`src/rtl/flp_adder_tree_if.sv`:
```
// flp_adder_tree_if: groups the ten input exponents and the float result
// of the pseudo-softmax denominator adder tree into one bundle.
// Optional feature macro: FLP_ADDER_TREE_VALID_EN adds in_valid/out_valid.
interface flp_adder_tree_if #(
  parameter int IN_W   = 8,
  parameter int EXP_W  = 9,
  parameter int MANT_W = 8
);
  logic [IN_W-1:0]   x1;
  logic [IN_W-1:0]   x2;
  logic [IN_W-1:0]   x3;
  logic [IN_W-1:0]   x4;
  logic [IN_W-1:0]   x5;
  logic [IN_W-1:0]   x6;
  logic [IN_W-1:0]   x7;
  logic [IN_W-1:0]   x8;
  logic [IN_W-1:0]   x9;
  logic [IN_W-1:0]   x10;
  logic [EXP_W-1:0]  exp;
  logic [MANT_W-1:0] mant;
`ifdef FLP_ADDER_TREE_VALID_EN
  logic              in_valid;
  logic              out_valid;

  modport master (
    output x1, x2, x3, x4, x5, x6, x7, x8, x9, x10, in_valid,
    input  exp, mant, out_valid
  );
  modport slave (
    input  x1, x2, x3, x4, x5, x6, x7, x8, x9, x10, in_valid,
    output exp, mant, out_valid
  );
`else
  modport master (
    output x1, x2, x3, x4, x5, x6, x7, x8, x9, x10,
    input  exp, mant
  );
  modport slave (
    input  x1, x2, x3, x4, x5, x6, x7, x8, x9, x10,
    output exp, mant
  );
`endif
endinterface

```
`src/rtl/flp_adder_tree.sv`:
```
// flp_adder_tree: four-stage pipelined floating-point adder tree.
// Each input x_i stands for 2^x_i; the output is the sum of all ten terms
// as 1.mant x 2^exp, with truncation at every add in a fixed tree order.
// Optional feature macro: FLP_ADDER_TREE_VALID_EN (valid shift register).
// EXP_W must be at least IN_W+1 so the growth of up to three binades fits.
module flp_adder_tree #(
  parameter int IN_W   = 8,
  parameter int EXP_W  = 9,
  parameter int MANT_W = 8
) (
  input  logic              clk,
  input  logic              rst_n,
  flp_adder_tree_if.slave   bus
);

  localparam int FLT_W = EXP_W + MANT_W;
  // Alignment distance at which the smaller significand is entirely shifted out.
  localparam logic [EXP_W-1:0] SIG_W_E = EXP_W'(MANT_W + 1);

  // Add two floats {e, f}; result truncated, never below the larger operand.
  function automatic logic [FLT_W-1:0] fp_add(
    input logic [FLT_W-1:0] a,
    input logic [FLT_W-1:0] b
  );
    logic [EXP_W-1:0]  e_hi;
    logic [EXP_W-1:0]  e_lo;
    logic [EXP_W-1:0]  d;
    logic [MANT_W-1:0] f_hi;
    logic [MANT_W-1:0] f_lo;
    logic [MANT_W:0]   sig_lo_sh;
    logic [MANT_W+1:0] sum;
    logic [EXP_W-1:0]  e_out;
    logic [MANT_W-1:0] f_out;
    if (a[FLT_W-1:MANT_W] >= b[FLT_W-1:MANT_W]) begin
      e_hi = a[FLT_W-1:MANT_W];
      f_hi = a[MANT_W-1:0];
      e_lo = b[FLT_W-1:MANT_W];
      f_lo = b[MANT_W-1:0];
    end else begin
      e_hi = b[FLT_W-1:MANT_W];
      f_hi = b[MANT_W-1:0];
      e_lo = a[FLT_W-1:MANT_W];
      f_lo = a[MANT_W-1:0];
    end
    d = e_hi - e_lo;
    if (d >= SIG_W_E) begin
      sig_lo_sh = '0;
    end else begin
      sig_lo_sh = {1'b1, f_lo} >> d;
    end
    sum = {1'b0, 1'b1, f_hi} + {1'b0, sig_lo_sh};
    // A carry into bit MANT_W+1 means the sum reached [2,4): renormalise by one.
    if (sum[MANT_W+1]) begin
      e_out = e_hi + EXP_W'(1);
      f_out = sum[MANT_W:1];
    end else begin
      e_out = e_hi;
      f_out = sum[MANT_W-1:0];
    end
    return {e_out, f_out};
  endfunction

  logic [FLT_W-1:0] leaf_s [10];

  logic [FLT_W-1:0] l1_r [5];
  logic [FLT_W-1:0] l2_a_r;
  logic [FLT_W-1:0] l2_b_r;
  logic [FLT_W-1:0] l2_s910_r;
  logic [FLT_W-1:0] l3_c_r;
  logic [FLT_W-1:0] l3_s910_r;
  logic [FLT_W-1:0] l4_r;

  // Leaf conversion: each exponent becomes 1.0 x 2^x_i.
  always_comb begin
    leaf_s[0] = {EXP_W'(bus.x1),  {MANT_W{1'b0}}};
    leaf_s[1] = {EXP_W'(bus.x2),  {MANT_W{1'b0}}};
    leaf_s[2] = {EXP_W'(bus.x3),  {MANT_W{1'b0}}};
    leaf_s[3] = {EXP_W'(bus.x4),  {MANT_W{1'b0}}};
    leaf_s[4] = {EXP_W'(bus.x5),  {MANT_W{1'b0}}};
    leaf_s[5] = {EXP_W'(bus.x6),  {MANT_W{1'b0}}};
    leaf_s[6] = {EXP_W'(bus.x7),  {MANT_W{1'b0}}};
    leaf_s[7] = {EXP_W'(bus.x8),  {MANT_W{1'b0}}};
    leaf_s[8] = {EXP_W'(bus.x9),  {MANT_W{1'b0}}};
    leaf_s[9] = {EXP_W'(bus.x10), {MANT_W{1'b0}}};
  end

  // Level 1: five pairwise sums of adjacent leaves.
  always_ff @(posedge clk or negedge rst_n) begin
    if (!rst_n) begin
      for (int i = 0; i < 5; i++) begin
        l1_r[i] <= '0;
      end
    end else begin
      for (int i = 0; i < 5; i++) begin
        l1_r[i] <= fp_add(leaf_s[2*i], leaf_s[2*i+1]);
      end
    end
  end

  // Level 2: combine pairs of level-1 sums; s910 waits one stage.
  always_ff @(posedge clk or negedge rst_n) begin
    if (!rst_n) begin
      l2_a_r    <= '0;
      l2_b_r    <= '0;
      l2_s910_r <= '0;
    end else begin
      l2_a_r    <= fp_add(l1_r[0], l1_r[1]);
      l2_b_r    <= fp_add(l1_r[2], l1_r[3]);
      l2_s910_r <= l1_r[4];
    end
  end

  // Level 3: combine the two level-2 sums; s910 waits another stage.
  always_ff @(posedge clk or negedge rst_n) begin
    if (!rst_n) begin
      l3_c_r    <= '0;
      l3_s910_r <= '0;
    end else begin
      l3_c_r    <= fp_add(l2_a_r, l2_b_r);
      l3_s910_r <= l2_s910_r;
    end
  end

  // Level 4: final add of the eight-term sum with the s910 pair.
  always_ff @(posedge clk or negedge rst_n) begin
    if (!rst_n) begin
      l4_r <= '0;
    end else begin
      l4_r <= fp_add(l3_c_r, l3_s910_r);
    end
  end

  assign bus.exp  = l4_r[FLT_W-1:MANT_W];
  assign bus.mant = l4_r[MANT_W-1:0];

`ifdef FLP_ADDER_TREE_VALID_EN
  logic [3:0] vld_r;

  // Valid tag travels alongside the data through the four stages.
  always_ff @(posedge clk or negedge rst_n) begin
    if (!rst_n) begin
      vld_r <= 4'b0000;
    end else begin
      vld_r <= {vld_r[2:0], bus.in_valid};
    end
  end

  assign bus.out_valid = vld_r[3];
`endif

endmodule

```
`src/flat_wrapper.sv`:
```
// flat-port wrapper written by rule: the top's interface ports become plain ports
module flp_adder_tree_flat 
#(
  parameter int IN_W   = 8,
  parameter int EXP_W  = 9,
  parameter int MANT_W = 8
)
  (clk, rst_n, bus_x1, bus_x2, bus_x3, bus_x4, bus_x5, bus_x6, bus_x7, bus_x8, bus_x9, bus_x10, bus_exp, bus_mant);
  flp_adder_tree_if #(.IN_W(IN_W), .EXP_W(EXP_W), .MANT_W(MANT_W)) bus_i ();
  input  logic clk;
  input  logic rst_n;
  input wire logic [$bits(bus_i.x1)-1:0] bus_x1;
  input wire logic [$bits(bus_i.x2)-1:0] bus_x2;
  input wire logic [$bits(bus_i.x3)-1:0] bus_x3;
  input wire logic [$bits(bus_i.x4)-1:0] bus_x4;
  input wire logic [$bits(bus_i.x5)-1:0] bus_x5;
  input wire logic [$bits(bus_i.x6)-1:0] bus_x6;
  input wire logic [$bits(bus_i.x7)-1:0] bus_x7;
  input wire logic [$bits(bus_i.x8)-1:0] bus_x8;
  input wire logic [$bits(bus_i.x9)-1:0] bus_x9;
  input wire logic [$bits(bus_i.x10)-1:0] bus_x10;
  output wire logic [$bits(bus_i.exp)-1:0] bus_exp;
  output wire logic [$bits(bus_i.mant)-1:0] bus_mant;
  assign bus_i.x1 = bus_x1;
  assign bus_i.x2 = bus_x2;
  assign bus_i.x3 = bus_x3;
  assign bus_i.x4 = bus_x4;
  assign bus_i.x5 = bus_x5;
  assign bus_i.x6 = bus_x6;
  assign bus_i.x7 = bus_x7;
  assign bus_i.x8 = bus_x8;
  assign bus_i.x9 = bus_x9;
  assign bus_i.x10 = bus_x10;
  assign bus_exp = bus_i.exp;
  assign bus_mant = bus_i.mant;
  flp_adder_tree #(.IN_W(IN_W), .EXP_W(EXP_W), .MANT_W(MANT_W)) u_core (.clk(clk), .rst_n(rst_n), .bus(bus_i));
endmodule
```
`config.mk`:
```
export PLATFORM = sky130hd
export DESIGN_NAME = flp_adder_tree_flat
export DESIGN_NICKNAME = d
export VERILOG_FILES = /design/src/rtl/flp_adder_tree_if.sv /design/src/rtl/flp_adder_tree.sv /design/src/flat_wrapper.sv
export SDC_FILE = /design/constraint.sdc
export NUM_CORES = 1
export LEC_CHECK = 0
export BUFFER_PORTS_ARGS = -buffer_cell sky130_fd_sc_hd__buf_2
export CAP_MARGIN = 20
export CORE_UTILIZATION = 55
export DETAILED_ROUTE_END_ITERATION = 16
export GPL_ROUTABILITY_DRIVEN = 0
export PLACE_DENSITY_LB_ADDON = 0.2
export SETUP_SLACK_MARGIN = 0.4
export SLEW_MARGIN = 20
export SYNTH_ARGS = -nofsm -noshare
export SYNTH_HDL_FRONTEND = slang
export SYNTH_SLANG_ARGS = --single-unit
```
`constraint.sdc`:
```
create_clock -name clk -period 17.5 [get_ports clk]
set_clock_uncertainty 0.15 [all_clocks]
set_input_delay 0.875 -clock clk [delete_from_list [all_inputs] [get_ports clk]]
set_output_delay 0.875 -clock clk [all_outputs]
set_load 0.03 [all_outputs]
```
==> key figures, run 1 <==
Synthesis
  – Synth Net Count: 2337
  – Synth Flop Type: dfrtp_1
  – Post-Synth Adder-Cell Area: 9.55%
  – Post-Synthesis Cells: 2125
  – Post-synthesis mux area share: 9.62%
  – Post-synth ARST share: 100%
  – Sequential fraction of the synthesis area: 27.0%
  – Seq cells post-synth: 187
  – Post-synth cell types: 109
  – Largest family of logic cells by synthesized area: simple AND/OR/NAND/NOR gates
  – Warnings from Yosys: 0
  – XOR/XNOR share of the synthesized area: 6.66%
  – Compound-Gate Fraction of Synth Area: 19.7%
  – Avg Cell Area, Syn: 8.17 sq um
  – Synth Area in Simple Gates: 22.2%
  – EDFF count, synth: 0
  – Post-Syn Area: 17400 sq um

Placed design
  – Pre-CTS WS: 10.35 ns
  – Hpwl dp: 32100 um
  – Buffers on Ports: 98

STA
  – Slew Viols, Final: 0
  – Relative slew slack: 33.8%
  – Fin Setup TNS: 0 ns
  – Final setup violation count: 0
  – Min setup slack post-route: 10.24 ns
  – RSZ-0062 raised after global routing: no
  – Slew @ Worst Pin: 0.992 ns
  – Final hold vios: 0
  – Max Freq: 0.138 GHz
  – Period Utilization, post-route: 41.5%
  – Post-route minimum period: 7.26 ns

Worst setup path
  – Crit Path Max Fanout: 17
  – Launching element type of the critical path: register
  – Critical path arrival: 7.48 ns
  – CP Capture Type: register
  – Reg2Reg Depth: 32
  – CP max stage delay: 0.53 ns
  – Required time worst endpoint: 17.72 ns
  – Critical-path top delay cell: o21a_1
  – Crit path kind: reg2reg
  – CP most frequent cell: a21oi_1

Cells and area
  – Most common cell after layout, fill and taps aside: nand2_1
  – Share of cells above drive strength 1: 10.1%
  – Area growth, synth to finish: 7.97%
  – Ant. Diodes: 0
  – Final nets: 2393
  – Most frequent cells in the layout: nand2_1 (273), dfrtp_1 (187), nor2_1 (167), inv_1 (154), ha_1 (126)

Power and ir drop
  – P_leak: 8.77 nW
  – Max VDD drop: 0.0965 mV
  – PwrDens: 120 nW/um^2

Global route
  – Vias in the first global route: 14542
  – Remaining Overflow, GRT: 0
  – First-pass GRT wire length: 68300 um
  – GRT Resource Usage Total: 25.3%
  – Largest net degree at the start of global routing: 113
  – Initial antenna violation count: 0

Routing
  – Vias/cell: 6.00
  – Initial DRT Pass Iterations: 14
  – Drt total wl: 40700 um
  – Routed len/inst: 15.7 um
  – Remaining DRCs: 1
  – Via count: 15528
  – DRT iter0 DRCs: 888
  – DRT antenna net count: 0

Clock tree
  – # clock sinks: 187
  – Num CTS Buffers: 17
  – CTS tree: built
  – Hold_buf cts: 0
  – H-Tree Depth: 4
  – Reg clk slew, reported paths: 0.09 ns
  – Worst skew pair latency: 0.45 ns
  – Clock buffer depth: 2
  – Post_cts resized: 0
  – Root buffer cell: clkbuf_16
  – Postcts setup bufs: 0

Floorplan
  – Die Y: 180 um
  – Row Count: 64
  – Starting Density: 56.3%
  – CORE AREA: 30800 sq um
  – I/O pin total: 99
  – Die area: 32300 sq um
  – Die W: 180 um

Worst hold path
  – Min-Delay Path Depth: 0
  – Hold Path Class: reg2reg

Flow run
  – Max Cap Viol: 0

Outcome
  – Failing checks: design-rule violations
  – Outcome: finished, violations left
==> synth_stat cells, types with 31 or more instances <==
cell      number  area share (%)
a21o_1        31             1.3
a21oi_1      120             3.5
clkbuf_1      41            0.89
dfrtp_1      187              27
ha_1         126             9.1
inv_1        154             3.3
mux2_2        31             2.0
mux2i_1      124             7.2
nand2_1      273             5.9
nand2b_1      37             1.3
nand3_1       62             1.8
nor2_1       167             3.6
nor2b_1       37             1.3
nor3_1        70             2.0
o21ai_0       70             2.0
xnor2_1       94             4.7
xor2_1        38             1.9
==> stage by stage <==
stage | cells | hold WS, ns | util (%) | power, mW | area, sq um
after detailed placement | 2558 | 0.185 | 58.7 | 1.82 | 18100
final | 2590 | 0.195 | 60.8 | 2.24 | 18700
after global placement | 2558 | 0.182 | 58.7 | 1.79 | 18100
after floorplan | 2125 | 0.181 | - | 1.55 | 17400
after global routing | 2590 | 0.210 | 60.8 | 2.40 | 18700
after CTS | 2590 | 0.200 | 60.8 | 2.23 | 18700
==> worst max-delay path, delay by kind of cell, from the launching register on <==
kind	cells	cell delay (ns)
AO/OA/AOI/OAI	17	3.98
AND/OR/NAND/NOR	8	1.00
adder cells (fa/ha/maj)	3	0.90
buffers and inverters	3	0.60
flip-flops	1	0.41
XOR/XNOR	1	0.14
==> registers in the layout, indices dropped and copies added (netlist names) <==
register and cells:
u_core.l1_r 85, u_core.l2_a_r 17, u_core.l2_b_r 17, u_core.l2_s910_r 17, u_core.l3_c_r 17, u_core.l3_s910_r 17, u_core.l4_r 17
==> layer usage <==
metal	up-vias	track usage, %	routed length (um)
li1	7735	-	-
met1	7295	32.8	18200
met3	82	2.01	1690
met5	-	0	0
met4	0	8.90	1030
met2	416	44.2	19800
==> power breakdown <==
group          internal [mW]  switching, mW
combinational          0.491          0.806
clock                  0.199          0.206
sequential             0.488         0.0542
total                   1.18           1.07
==> cells by family (layout without fill, tap and decap cells) <==
kind of cell / count (synthesis) / in the layout
adders and majority gates: 130 / 130
AOI/OAI and AO/OA: 495 / 495
muxes: 160 / 160
and+or+nand+nor: 793 / 793
DFF: 187 / 187
buffers and inverters: 228 / 297
xor gates and xnor gates: 132 / 132
==> cell type report <==
type,count,area [sq um]
clock inverters,15,208
inverters,156,586
multi-input cells,1710,11800
fillers,2705,12100
well taps,396,495
repair buffers,109,582
flip-flops and latches,187,4680
clock buffers,17,425
==> path summary, 6_finish.rpt <==
check	start	to	slack (ns)
max reg2reg	u_core.l3_s910_r[15]	u_core.l4_r[15]	10.24
max	u_core.l3_s910_r[15]	u_core.l4_r[15]	10.24
min reg2reg	u_core.l1_r[14]	u_core.l2_s910_r[14]	0.19
min in group asynchronous	rst_n	u_core.l4_r[7]	0.34
max in group asynchronous	rst_n	u_core.l1_r[62]	15.35
min	u_core.l1_r[14]	u_core.l2_s910_r[14]	0.19
Power figures use the tool's default switching activity.
==> run 2: changes to the inputs <==
Clock period 17.5 ns to 6.5 ns, I/O delays scaled along.
==> key figures, run 2 (synthesis gave the netlist of run 1 again) <==
Outcome
  – Outcome: finished, violations left
  – Failing checks: design-rule violations

Worst setup path
  – Critical-path top delay cell: dfrtp_1
  – Crit path max-delay family: compound AO/OA/AOI/OAI gates
  – CP most frequent cell: a21oi_1
  – Required time worst endpoint: 6.69 ns (-11.03 ns)
  – CP bufs+invs: 3 (unchanged)
  – CP Capture Type: register
  – CP max stage delay: 0.49 ns (-0.04 ns)
  – Crit Path Max Fanout: 7 (-10)
  – Launching element type of the critical path: register
  – Critical path arrival: 6.19 ns (-1.29 ns)
  – Crit path kind: reg2reg

Cells and area
  – Most flop-heavy register: u_core.l1_r
  – Ant. Diodes: 0 (unchanged)
  – Largest register FFs: 85 (unchanged)
  – Most common cell after layout, fill and taps aside: nand2_1
  – Most frequent cells in the layout: nand2_1 (269), dfrtp_1 (181), nor2_1 (167), inv_1 (147), mux2i_1 (121)
  – Final Instance Area: 19800 sq um (+5.4%)
  – Area growth, synth to finish: 13.8%
  – Final nets: 2458 (+2.7%)
  – Share of cells above drive strength 1: 16.4% (+6.3 points)
  – Non-filler instance count after layout: 2655 (+2.5%)
  – # fillers: 2540 (-6.1%)

Floorplan
  – Die W: 180 um (unchanged)
  – I/O pin total: 99 (unchanged)
  – Die area: 32300 sq um (unchanged)
  – Starting Density: 56.3% (unchanged)
  – CORE AREA: 30800 sq um (unchanged)
  – Row Count: 64 (unchanged)
  – Die Y: 180 um (unchanged)

Global route
  – Remaining Overflow, GRT: 0 (unchanged)
  – GRT Resource Usage Total: 25.2% (-0.092 points)
  – Largest net degree at the start of global routing: 106 (-6.2%)
  – Vias in the first global route: 14606 (+0.44%)
  – Initial antenna violation count: 0 (unchanged)
  – First-pass GRT wire length: 68300 um (about the same)

STA
  – Min setup slack post-route: 0.495 ns (-9.74 ns)
  – Slew @ Worst Pin: 0.895 ns (-0.0970 ns)
  – Relative slew slack: 40.1% (+6.2 points)
  – Period Utilization, post-route: 92.4% (+51 points)
  – RSZ-0062 raised after global routing: no
  – Slew Viols, Final: 0 (unchanged)
  – Final setup violation count: 0 (unchanged)
  – Max Freq: 0.167 GHz (+21%)
  – Post-route minimum period: 6.00 ns (-1.26 ns)
  – Final hold vios: 0 (unchanged)
  – Fin Setup TNS: 0 ns (unchanged)

Placed design
  – Buffers on Ports: 98 (unchanged)
  – Hpwl dp: 31800 um (-1.1%)
  – DP Area: 18300 sq um (+0.85%)
  – Pre-CTS WS: 0.152 ns (-10.19 ns)
  – Placed insts: 2566 (+0.31%)

Clock tree
  – CTS tree: built
  – H-Tree Depth: 4 (unchanged)
  – # clock sinks: 187 (unchanged)
  – Worst skew pair latency: 0.45 ns (about the same)
  – Root buffer cell: clkbuf_16
  – Clock buffer depth: 2 (unchanged)
  – Reg clk slew, reported paths: 0.08 ns (about the same)
  – Num CTS Buffers: 17 (unchanged)

Routing
  – Routed len/inst: 16.2 um (+2.9%)
  – Initial DRT Pass Iterations: 12 (-2)
  – Remaining DRCs: 3 (+2)
  – Drt total wl: 42900 um (+5.5%)
  – DRT antenna net count: 0 (unchanged)
  – Vias/cell: 6.03 (+0.50%)
  – Via count: 15997 (+3.0%)
  – DRT iter0 DRCs: 1124 (+27%)

Power and ir drop
  – PwrDens: 329 nW/um^2 (+170%)
  – P_leak: 9.14 nW (+4.2%)
  – Max VDD drop: 0.251 mV (+160%)

Flow run
  – Max Cap Viol: 0 (unchanged)

Worst hold path
  – Hold Path Class: in2reg
run 2: changes by cell type in the layout (fill, tap and decap cells not counted), sizes merged:
cell         delta
o211ai          +1
dlygate4sd3     +1
buf            +61
clkinv          -1
inv             +1
a221o           +2
run 2: report_power, final:
part           switching, mW  internal (mW)
combinational           2.38           1.57
sequential             0.154           1.31
clock                  0.550          0.534
run 2: worst reg2reg max path, delay by kind of cell, from the launching register on:
kind | cells | cell delay [ns]
simple gates | 7 | 1.20
fa+ha+maj | 3 | 0.78
buf+inv | 3 | 0.48
flops | 1 | 0.49
compound gates | 14 | 2.37
mux | 2 | 0.44
run 2: layout make-up:
class	instances	area (sq um)	share of cell area [%]
clock buffers	17	425	2.15
flip-flops and latches	187	4690	23.7
clock inverters	15	204	1.03
multi-input cells	1713	12300	62.2
repair buffers	171	1060	5.37
inverters	156	587	2.97
well taps	396	495	2.51
run 2: path summary, 6_finish.rpt:
path / slack [ns] / start / depth (start not counted) / to
setup / recovery: 0.50 / u_core.l2_a_r[14] / 29 / u_core.l3_c_r[3]
setup reg to reg: 0.50 / u_core.l2_a_r[14] / 29 / u_core.l3_c_r[3]
min in group asynchronous: 0.35 / rst_n / 2 / u_core.l4_r[7]
max in group asynchronous: 4.56 / rst_n / 3 / u_core.l1_r[26]
hold reg to reg: 0.20 / u_core.l1_r[13] / 0 / u_core.l2_s910_r[13]
hold / removal: 0.03 / bus_x8[2] / 3 / u_core.l1_r[33]
run 2: what timing repair did:
item                       4_1_cts  5_1_grt
resized for setup               16       77
hold endpoints to repair       104        0
setup endpoints to repair       41       64
hold buffers                     1        0
pin swaps                        6       31
buffers inserted                10       42
cloned                           0        4
run 2: routing by layer:
metal	track usage (%)	vias to the layer above	share of wire (%)
met2	43.3	513	49
li1	-	7871	-
met4	9.66	0	3.3
met1	32.8	7522	44
met3	2.45	91	4.6
met5	0	-	0
run 2: stage by stage:
| stage | util (%) | hold WS, ns | power, mW |
|---|---|---|---|
| 6_report | 64.1 | 0.0324 | 6.50 |
| 5_1_grt | 64.1 | 0.0429 | 6.92 |
| 4_1_cts | 61.8 | 0.0172 | 6.21 |
| 3_5_place_dp | 59.2 | 0.185 | 5.01 |
| 3_3_place_gp | 59.2 | 0.182 | 4.94 |
| 2_1_floorplan | - | -0.121 | 4.27 |
